==> config.mk <==
export PLATFORM = sky130hd
export DESIGN_NAME = fetch_ctrl
export DESIGN_NICKNAME = d
export VERILOG_FILES = /design/src/rtl/fetch_ctrl.sv
export SDC_FILE = /design/constraint.sdc
export NUM_CORES = 1
export LEC_CHECK = 0
export ABC_AREA = 1
export BUFFER_PORTS_ARGS = -buffer_cell sky130_fd_sc_hd__buf_2
export CAP_MARGIN = 20
export CELL_PAD_IN_SITES_DETAIL_PLACEMENT = 1
export CELL_PAD_IN_SITES_GLOBAL_PLACEMENT = 2
export CORE_ASPECT_RATIO = 2
export CORE_MARGIN = 8
export CORE_UTILIZATION = 26
export CTS_CLUSTER_DIAMETER = 40
export DETAILED_ROUTE_END_ITERATION = 10
export PLACE_DENSITY = 0.76
export SYNTH_ARGS = -nofsm -noshare
export SYNTH_HDL_FRONTEND = slang
export SYNTH_SLANG_ARGS = --single-unit
==> constraint.sdc <==
create_clock -name clk -period 1.4 [get_ports clk]
set_input_delay 0.21 -clock clk [delete_from_list [all_inputs] [get_ports clk]]
set_output_delay 0.21 -clock clk [all_outputs]
set_load 0.005 [all_outputs]
==> src/rtl/fetch_ctrl.sv <==
// fetch_ctrl: instruction-fetch sequencer.
// Owns the PC, issues one request at a time to the instruction memory and
// hands each returned word (with its PC and PC+4) to decode over valid/ready.
// Redirects from execute take effect at once; a response that was already in
// flight for the old path is flagged by kill_r and dropped when it arrives.
module fetch_ctrl #(
    parameter int unsigned             A_WIDTH  = 32,
    parameter logic [A_WIDTH-1:0]      RESET_PC = {A_WIDTH{1'b0}}
) (
    input  logic               clk,
    input  logic               rst,
    input  logic               redirect_valid,
    input  logic [A_WIDTH-1:0] redirect_pc,
    output logic               imem_req,
    output logic [A_WIDTH-1:0] imem_addr,
    input  logic               imem_gnt,
    input  logic               imem_rvalid,
    input  logic [31:0]        imem_rdata,
    output logic               instr_valid,
    input  logic               instr_ready,
    output logic [31:0]        instr,
    output logic [A_WIDTH-1:0] instr_pc,
    output logic [A_WIDTH-1:0] instr_pc_plus4,
    output logic [31:0]        fetch_cnt
);

    typedef enum logic [1:0] {
        ST_IDLE = 2'd0,
        ST_REQ  = 2'd1,
        ST_WAIT = 2'd2,
        ST_HOLD = 2'd3
    } state_t;

    localparam logic [A_WIDTH-1:0] PC_STEP = {{(A_WIDTH-3){1'b0}}, 3'b100};

    state_t             state_r;
    state_t             state_s;
    logic [A_WIDTH-1:0] pc_r;
    logic [A_WIDTH-1:0] pc_s;
    logic               kill_r;
    logic               kill_s;
    logic               load_s;
    logic               cnt_inc_s;
    logic               imem_req_r;
    logic               instr_valid_r;
    logic [31:0]        instr_r;
    logic [A_WIDTH-1:0] instr_pc_r;
    logic [A_WIDTH-1:0] instr_pc_plus4_r;
    logic [31:0]        fetch_cnt_r;

    // Next-state, next-PC and kill decisions; redirect overrides every other transition.
    always_comb begin
        state_s   = state_r;
        pc_s      = pc_r;
        kill_s    = kill_r;
        load_s    = 1'b0;
        cnt_inc_s = 1'b0;
        case (state_r)
            ST_IDLE: begin
                if (redirect_valid) begin
                    pc_s = redirect_pc;
                end else begin
                    pc_s = pc_r;
                end
                state_s = ST_REQ;
            end
            ST_REQ: begin
                if (redirect_valid) begin
                    pc_s = redirect_pc;
                    if (imem_gnt) begin
                        // Old address was already accepted: its response must be dropped.
                        state_s = ST_WAIT;
                        kill_s  = 1'b1;
                    end else begin
                        state_s = ST_REQ;
                    end
                end else if (imem_gnt) begin
                    state_s = ST_WAIT;
                end else begin
                    state_s = ST_REQ;
                end
            end
            ST_WAIT: begin
                if (redirect_valid) begin
                    pc_s = redirect_pc;
                    if (imem_rvalid) begin
                        state_s = ST_REQ;
                        kill_s  = 1'b0;
                    end else begin
                        kill_s  = 1'b1;
                    end
                end else if (imem_rvalid) begin
                    if (kill_r) begin
                        kill_s  = 1'b0;
                        state_s = ST_REQ;
                    end else begin
                        load_s  = 1'b1;
                        state_s = ST_HOLD;
                    end
                end else begin
                    state_s = ST_WAIT;
                end
            end
            ST_HOLD: begin
                if (redirect_valid) begin
                    pc_s    = redirect_pc;
                    state_s = ST_REQ;
                end else if (instr_ready) begin
                    pc_s      = pc_r + PC_STEP;
                    cnt_inc_s = 1'b1;
                    state_s   = ST_REQ;
                end else begin
                    state_s = ST_HOLD;
                end
            end
            default: begin
                state_s = ST_IDLE;
                kill_s  = 1'b0;
            end
        endcase
    end

    // Control state: FSM, PC, kill flag and the registered handshake outputs.
    always_ff @(posedge clk or negedge rst) begin
        if (!rst) begin
            state_r       <= ST_IDLE;
            pc_r          <= RESET_PC;
            kill_r        <= 1'b0;
            imem_req_r    <= 1'b0;
            instr_valid_r <= 1'b0;
        end else begin
            state_r       <= state_s;
            pc_r          <= pc_s;
            kill_r        <= kill_s;
            imem_req_r    <= (state_s == ST_REQ);
            instr_valid_r <= (state_s == ST_HOLD);
        end
    end

    // Instruction output registers: loaded only on a live (not killed) response.
    always_ff @(posedge clk or negedge rst) begin
        if (!rst) begin
            instr_r          <= 32'd0;
            instr_pc_r       <= {A_WIDTH{1'b0}};
            instr_pc_plus4_r <= PC_STEP;
        end else if (load_s) begin
            instr_r          <= imem_rdata;
            instr_pc_r       <= pc_r;
            instr_pc_plus4_r <= pc_r + PC_STEP;
        end else begin
            instr_r          <= instr_r;
            instr_pc_r       <= instr_pc_r;
            instr_pc_plus4_r <= instr_pc_plus4_r;
        end
    end

    // Count of instructions accepted by decode; wraps naturally at 2^32.
    always_ff @(posedge clk or negedge rst) begin
        if (!rst) begin
            fetch_cnt_r <= 32'd0;
        end else if (cnt_inc_s) begin
            fetch_cnt_r <= fetch_cnt_r + 32'd1;
        end else begin
            fetch_cnt_r <= fetch_cnt_r;
        end
    end

    assign imem_req       = imem_req_r;
    assign imem_addr      = pc_r;
    assign instr_valid    = instr_valid_r;
    assign instr          = instr_r;
    assign instr_pc       = instr_pc_r;
    assign instr_pc_plus4 = instr_pc_plus4_r;
    assign fetch_cnt      = fetch_cnt_r;

endmodule

; ---- Word level (Yosys, flattened, before mapping)
; Cells that the tools add are included.
[totals]
register_bits = 165
inputBits = 70
out_inout_bits = 162
wordCells = 51
[op_classes]
add_sub_neg = 2
n_eq_ne = 10
n_mux = 25
reduce_logical = 5
[op_table]
columns = cell, count
row1 = 32-bit two-way mux, 3
row2 = 32-bit one-hot mux with 2 select lines, 1
row3 = "32-bit by 1-bit adder with 32-bit output, second input constant", 1
row4 = "32-bit by 3-bit adder with 32-bit output, second input constant", 1
row5 = 2-bit two-way mux, 7
row6 = 1-bit two-way mux, 12
row7 = 2-bit one-hot mux with 4 select lines, 1
row8 = "2-bit == test, second input constant", 3
row9 = "3-bit != test, second input constant", 2
row10 = "2-bit by 1-bit == test with 1-bit output, second input constant", 2
row11 = "2-bit != test, second input constant", 2
row12 = 4-bit AND reduction, 1
row13 = 3-bit OR reduction, 1
row14 = 2-bit logical NOT, 1
row15 = "2-bit by 1-bit != test with 1-bit output, second input constant", 1
row16 = 1-bit one-hot mux with 2 select lines, 1
row17 = 2-bit AND reduction, 1
row18 = 2-bit nonzero test, 1

; ---- Depth between registers and ports, before layout
[logic_depth]
word_depth = 5
ltp_mapped = 10
ltp_nobuf = 10

; ---- Least setup slack after synthesis
; Ideal clock, no wire load.
[synth_timing]
path_type = register -> register
from = register pc_r[2], in the netlist imem_addr[2]
to = register pc_r[28], in the netlist imem_addr[28]
setup_time_ps = 116
arrival_ps = 1429
t_required_ps = 1284
slack_ps = -146
stages_incl_launch_ff = 11
n_path_buf = 0
synth_period_minus_slack_ps = 1546
path_cell_list = dfrtp_1 -> ha_1 -> nand2_1 -> nor2_2 -> nand2_1 -> nor2_1 -> nand2_1 -> nand2_1 -> nand3_1 -> nand2_1 -> nand2_1
[synth_between]
elab_chain_len = 4
[synth_rtl]
columns = item, line_no
row1 = "start, declared", 38  ; logic [A_WIDTH-1:0] pc_r;
row2 = "start signal, assigned", 133  ; pc_r <= pc_s;
row3 = 32-bit by 3-bit adder with 32-bit output, 109  ; pc_s = pc_r + PC_STEP;
row4 = 32-bit two-way mux, 108  ; end else if (instr_ready) begin
row5 = 32-bit two-way mux, 105  ; if (redirect_valid) begin
row6 = 32-bit one-hot mux with 2 select lines, 58  ; case (state_r)
; No other way between the ends. The select of a mux whose other input is x is not followed.
; A chain may end at the register's enable or synchronous reset.

; ---- Worst setup path in the final report
[layout_timing]
from = register pc_r[2], in the netlist imem_addr[2]
to = register pc_r[18], in the netlist imem_addr[18]
; The elaborated chain is that of the path after synthesis.

==> results.toml <==
[critical_path]
slowest_delay_ns = 0.40
worst_path_max_delay_cell = "dfrtp_1"
cp-start-kind = "register"
crit_path_max_fanout = 6
required_ns = 1.76
critPathArrivalTime_ns = 2.12
crit_family = "simple AND/OR/NAND/NOR gates"
path_cells = "ha_2 > nand2_2 > nor2_4 > nand2_4 > nor2_4 > buf_12 > xor2_2 > nand2_1 > nand2_1 > inv_1"
path_class = "register to register"
cp.buffers_inverters = 2
endpoint_kind = "register"

[finish]
final_nets = 1607
design_area_um2 = 15300
drive_gt1_share_pct = 59.2
area_growth_pct = 96.8

[routing]
viasPerCell = 4.97
drt-wirelength-per-cell_um = 24.4
ant_nets = 0
wirelength_um = 46700
dr.pass1.iters = 4
initialDrtViolationCount = 372
vias = 9527
drc = 0

[clock_network]
clockRootBuffer = "clkbuf_16"
clk_pin_slew_ns = 0.07
clockBufferDepth = 2
htreeDepth = 4
tritoncts = "done"
clk_latency_ns = 0.47
cts_buffers = 17
cts_sinks = 163

[pwr]
report.power.total_mw = 23.0
peakVddDrop_mv = 0.912
power.density_nw_per_um2 = 1500
total_leakage_power_nw = 7.79

[die]
die_y_um = 261
ios = 232
fp.coreArea_um2 = 29500
start_util_pct = 26.4
die_x_um = 138
die_area_um2 = 36100
rows = 89

[synth]
synth-seq-cells = 163
yosysTopAreaCell = "dfrtp_1"
synthTopCellsByCount = "445 x nand2_1, 162 x dfrtp_1, 91 x nor2_1"
synthesis.area_um2 = 7790
ys_types = 31
synth_edf_count = 0
yosysMostFrequentCell = "nand2_1"
synth_ff_type = "dfrtp_1"
ys_top_cells_by_area = "dfrtp_1 52%, nand2_1 21%, nor2_1 4.4%, inv_1 4.1%, o21ai_0 3.3%"
yosysWarnings = 0
syn_avg_cell_area_um2 = 7.65
syn_inst = 1019
synth.top_cell.area_share_pct = 52.0
async_reset_ff_share_pct = 100
ys_seq_area_share_pct = 52.4
syn_nets = 1091

[grt]
use_met1_pct = 19.9
grtUsageMet2_pct = 45.2
grt_first_pass_wirelength_um = 61200
grt_pass1_vias = 10219
use_met3_pct = 4.53
top_usage_layer = "met2"
antenna_found_initial = 2
grt_max_degree = 42
globalRouteTotalUtil_pct = 22.7
grt_remaining_overflow = 0

[timing]
setup_viol = 170
fin_setup_tns_ns = -36.73
fin_hold_ws_ns = 0.0270
worstMarginPinSlew_ns = 0.474
period_minus_slack_ns = 1.76
rsz0062_at_grt = "yes"
fin_worst_skew_ns = 0.0172
hold_violations = 0
drv_slew = 0
maxSlewHeadroom_pct = 68.2
layout_setup_ws_ns = -0.359
post-route-period-util_pct = 126
fmax_mhz = 568

[worst_hold_path]
hold_class = "input port to register"

[placement]
placed_area_um2 = 10600
place.gp.congestion = 0.869
post-place-ws_ns = -0.303
dp_hpwl_um = 27500
placement.io_buffers = 231

[outcome]
status = "finished, violations left"
violations = "negative setup slack"

[run]
drv_cap = 0
[per-stage QoR]
stage / instances / util, %
global route: 1914 / 52.0
CTS: 1870 / 46.1
detailed placement: 1745 / 36.1
floorplan: 1019 / -
global placement: 1745 / 36.1
finish: 1915 / 52.0
[timing repair]
item,4_1_cts,5_1_grt
setup endpoints to repair,165,183
pin swaps,57,118
gates resized for setup,330,386
hold buffers,35,0
setup buffers,39,60
gates cloned,23,5
endpoints found under the hold margin,119,0
[sequential cells by signal (all words and copies together), names as in the netlist]
signal          cells
instr              32
kill_r              1
instr_valid         1
fetch_cnt          32
instr_pc           32
imem_req            1
state_r             2
imem_addr          32
instr_pc_plus4     30
[power breakdown]
group          internal, mW  leakage, nW  switching [mW]
registers              6.13         2.09            1.46
clock network          3.24        0.316            2.20
logic                  4.86         5.38            5.14
total                  14.2         7.79            8.80
[layout make-up]
cell class	instances	area, um^2
antenna	3	7.51
clock buffer	22	494
clock inverter	10	169
fill	3327	14200
inverter	91	380
multi-input combinational	732	5050
sequential	163	4100
tap	364	455
timing repair buffer	528	4630
timing repair inverter	2	50.0
[path summary, 6_finish.rpt]
check	from	end	slack, ns	cells after the start
max	imem_addr[2]	imem_addr[18]	-0.36	10
min	redirect_pc[2]	imem_addr[2]	0.03	3
max reg2reg	imem_addr[2]	imem_addr[18]	-0.36	10
min reg2reg	instr_pc_plus4[2]	instr_pc_plus4[2]	0.47	2
max in group asynchronous	rst	instr_pc_plus4[2]	0.56	3
min in group asynchronous	rst	instr_pc_plus4[21]	0.20	2
[per-layer routing]
layer / up-vias / wire [um]
li1: 4206 / -
met1: 4800 / 14400
met2: 351 / 26500
met3: 170 / 2100
met4: 0 / 3760
met5: - / 0
[cells by family after synthesis]
logic type | synth area share [%]
AOI/OAI and AO/OA | 5.91
xor gates and xnor gates | 3.26
adders and majority gates | 0.321
buffers and inverters | 6.33
DFF | 52.4
and+or+nand+nor | 31.8
[worst reg2reg max path: stages, from the launching register on]
cell and delay, ns:
dfrtp_1 0.40, ha_2 0.22, nand2_2 0.08, nor2_4 0.17, nand2_4 0.13, nor2_4 0.17, buf_12 0.13, xor2_2 0.18
nand2_1 0.08, nand2_1 0.06, inv_1 0.04
[cell usage in the layout, fill, tap and decap left out, types with 9 or more instances in the layout]
cell and count:
nand2_1 247, buf_2 212, dfrtp_1 149, buf_4 136, nand2_2 117, buf_6 91
nand2_4 79, inv_1 75, nor2_4 41, o21ai_2 40, dlygate4sd3_1 35, nor2_1 34
nand3_1 28, nor2_2 27, buf_12 27, clkbuf_16 22, nand3_2 14, buf_16 14
dfrtp_2 13, inv_2 11, o22ai_1 9
No activity file was read; power rests on OpenSTA's default activity.
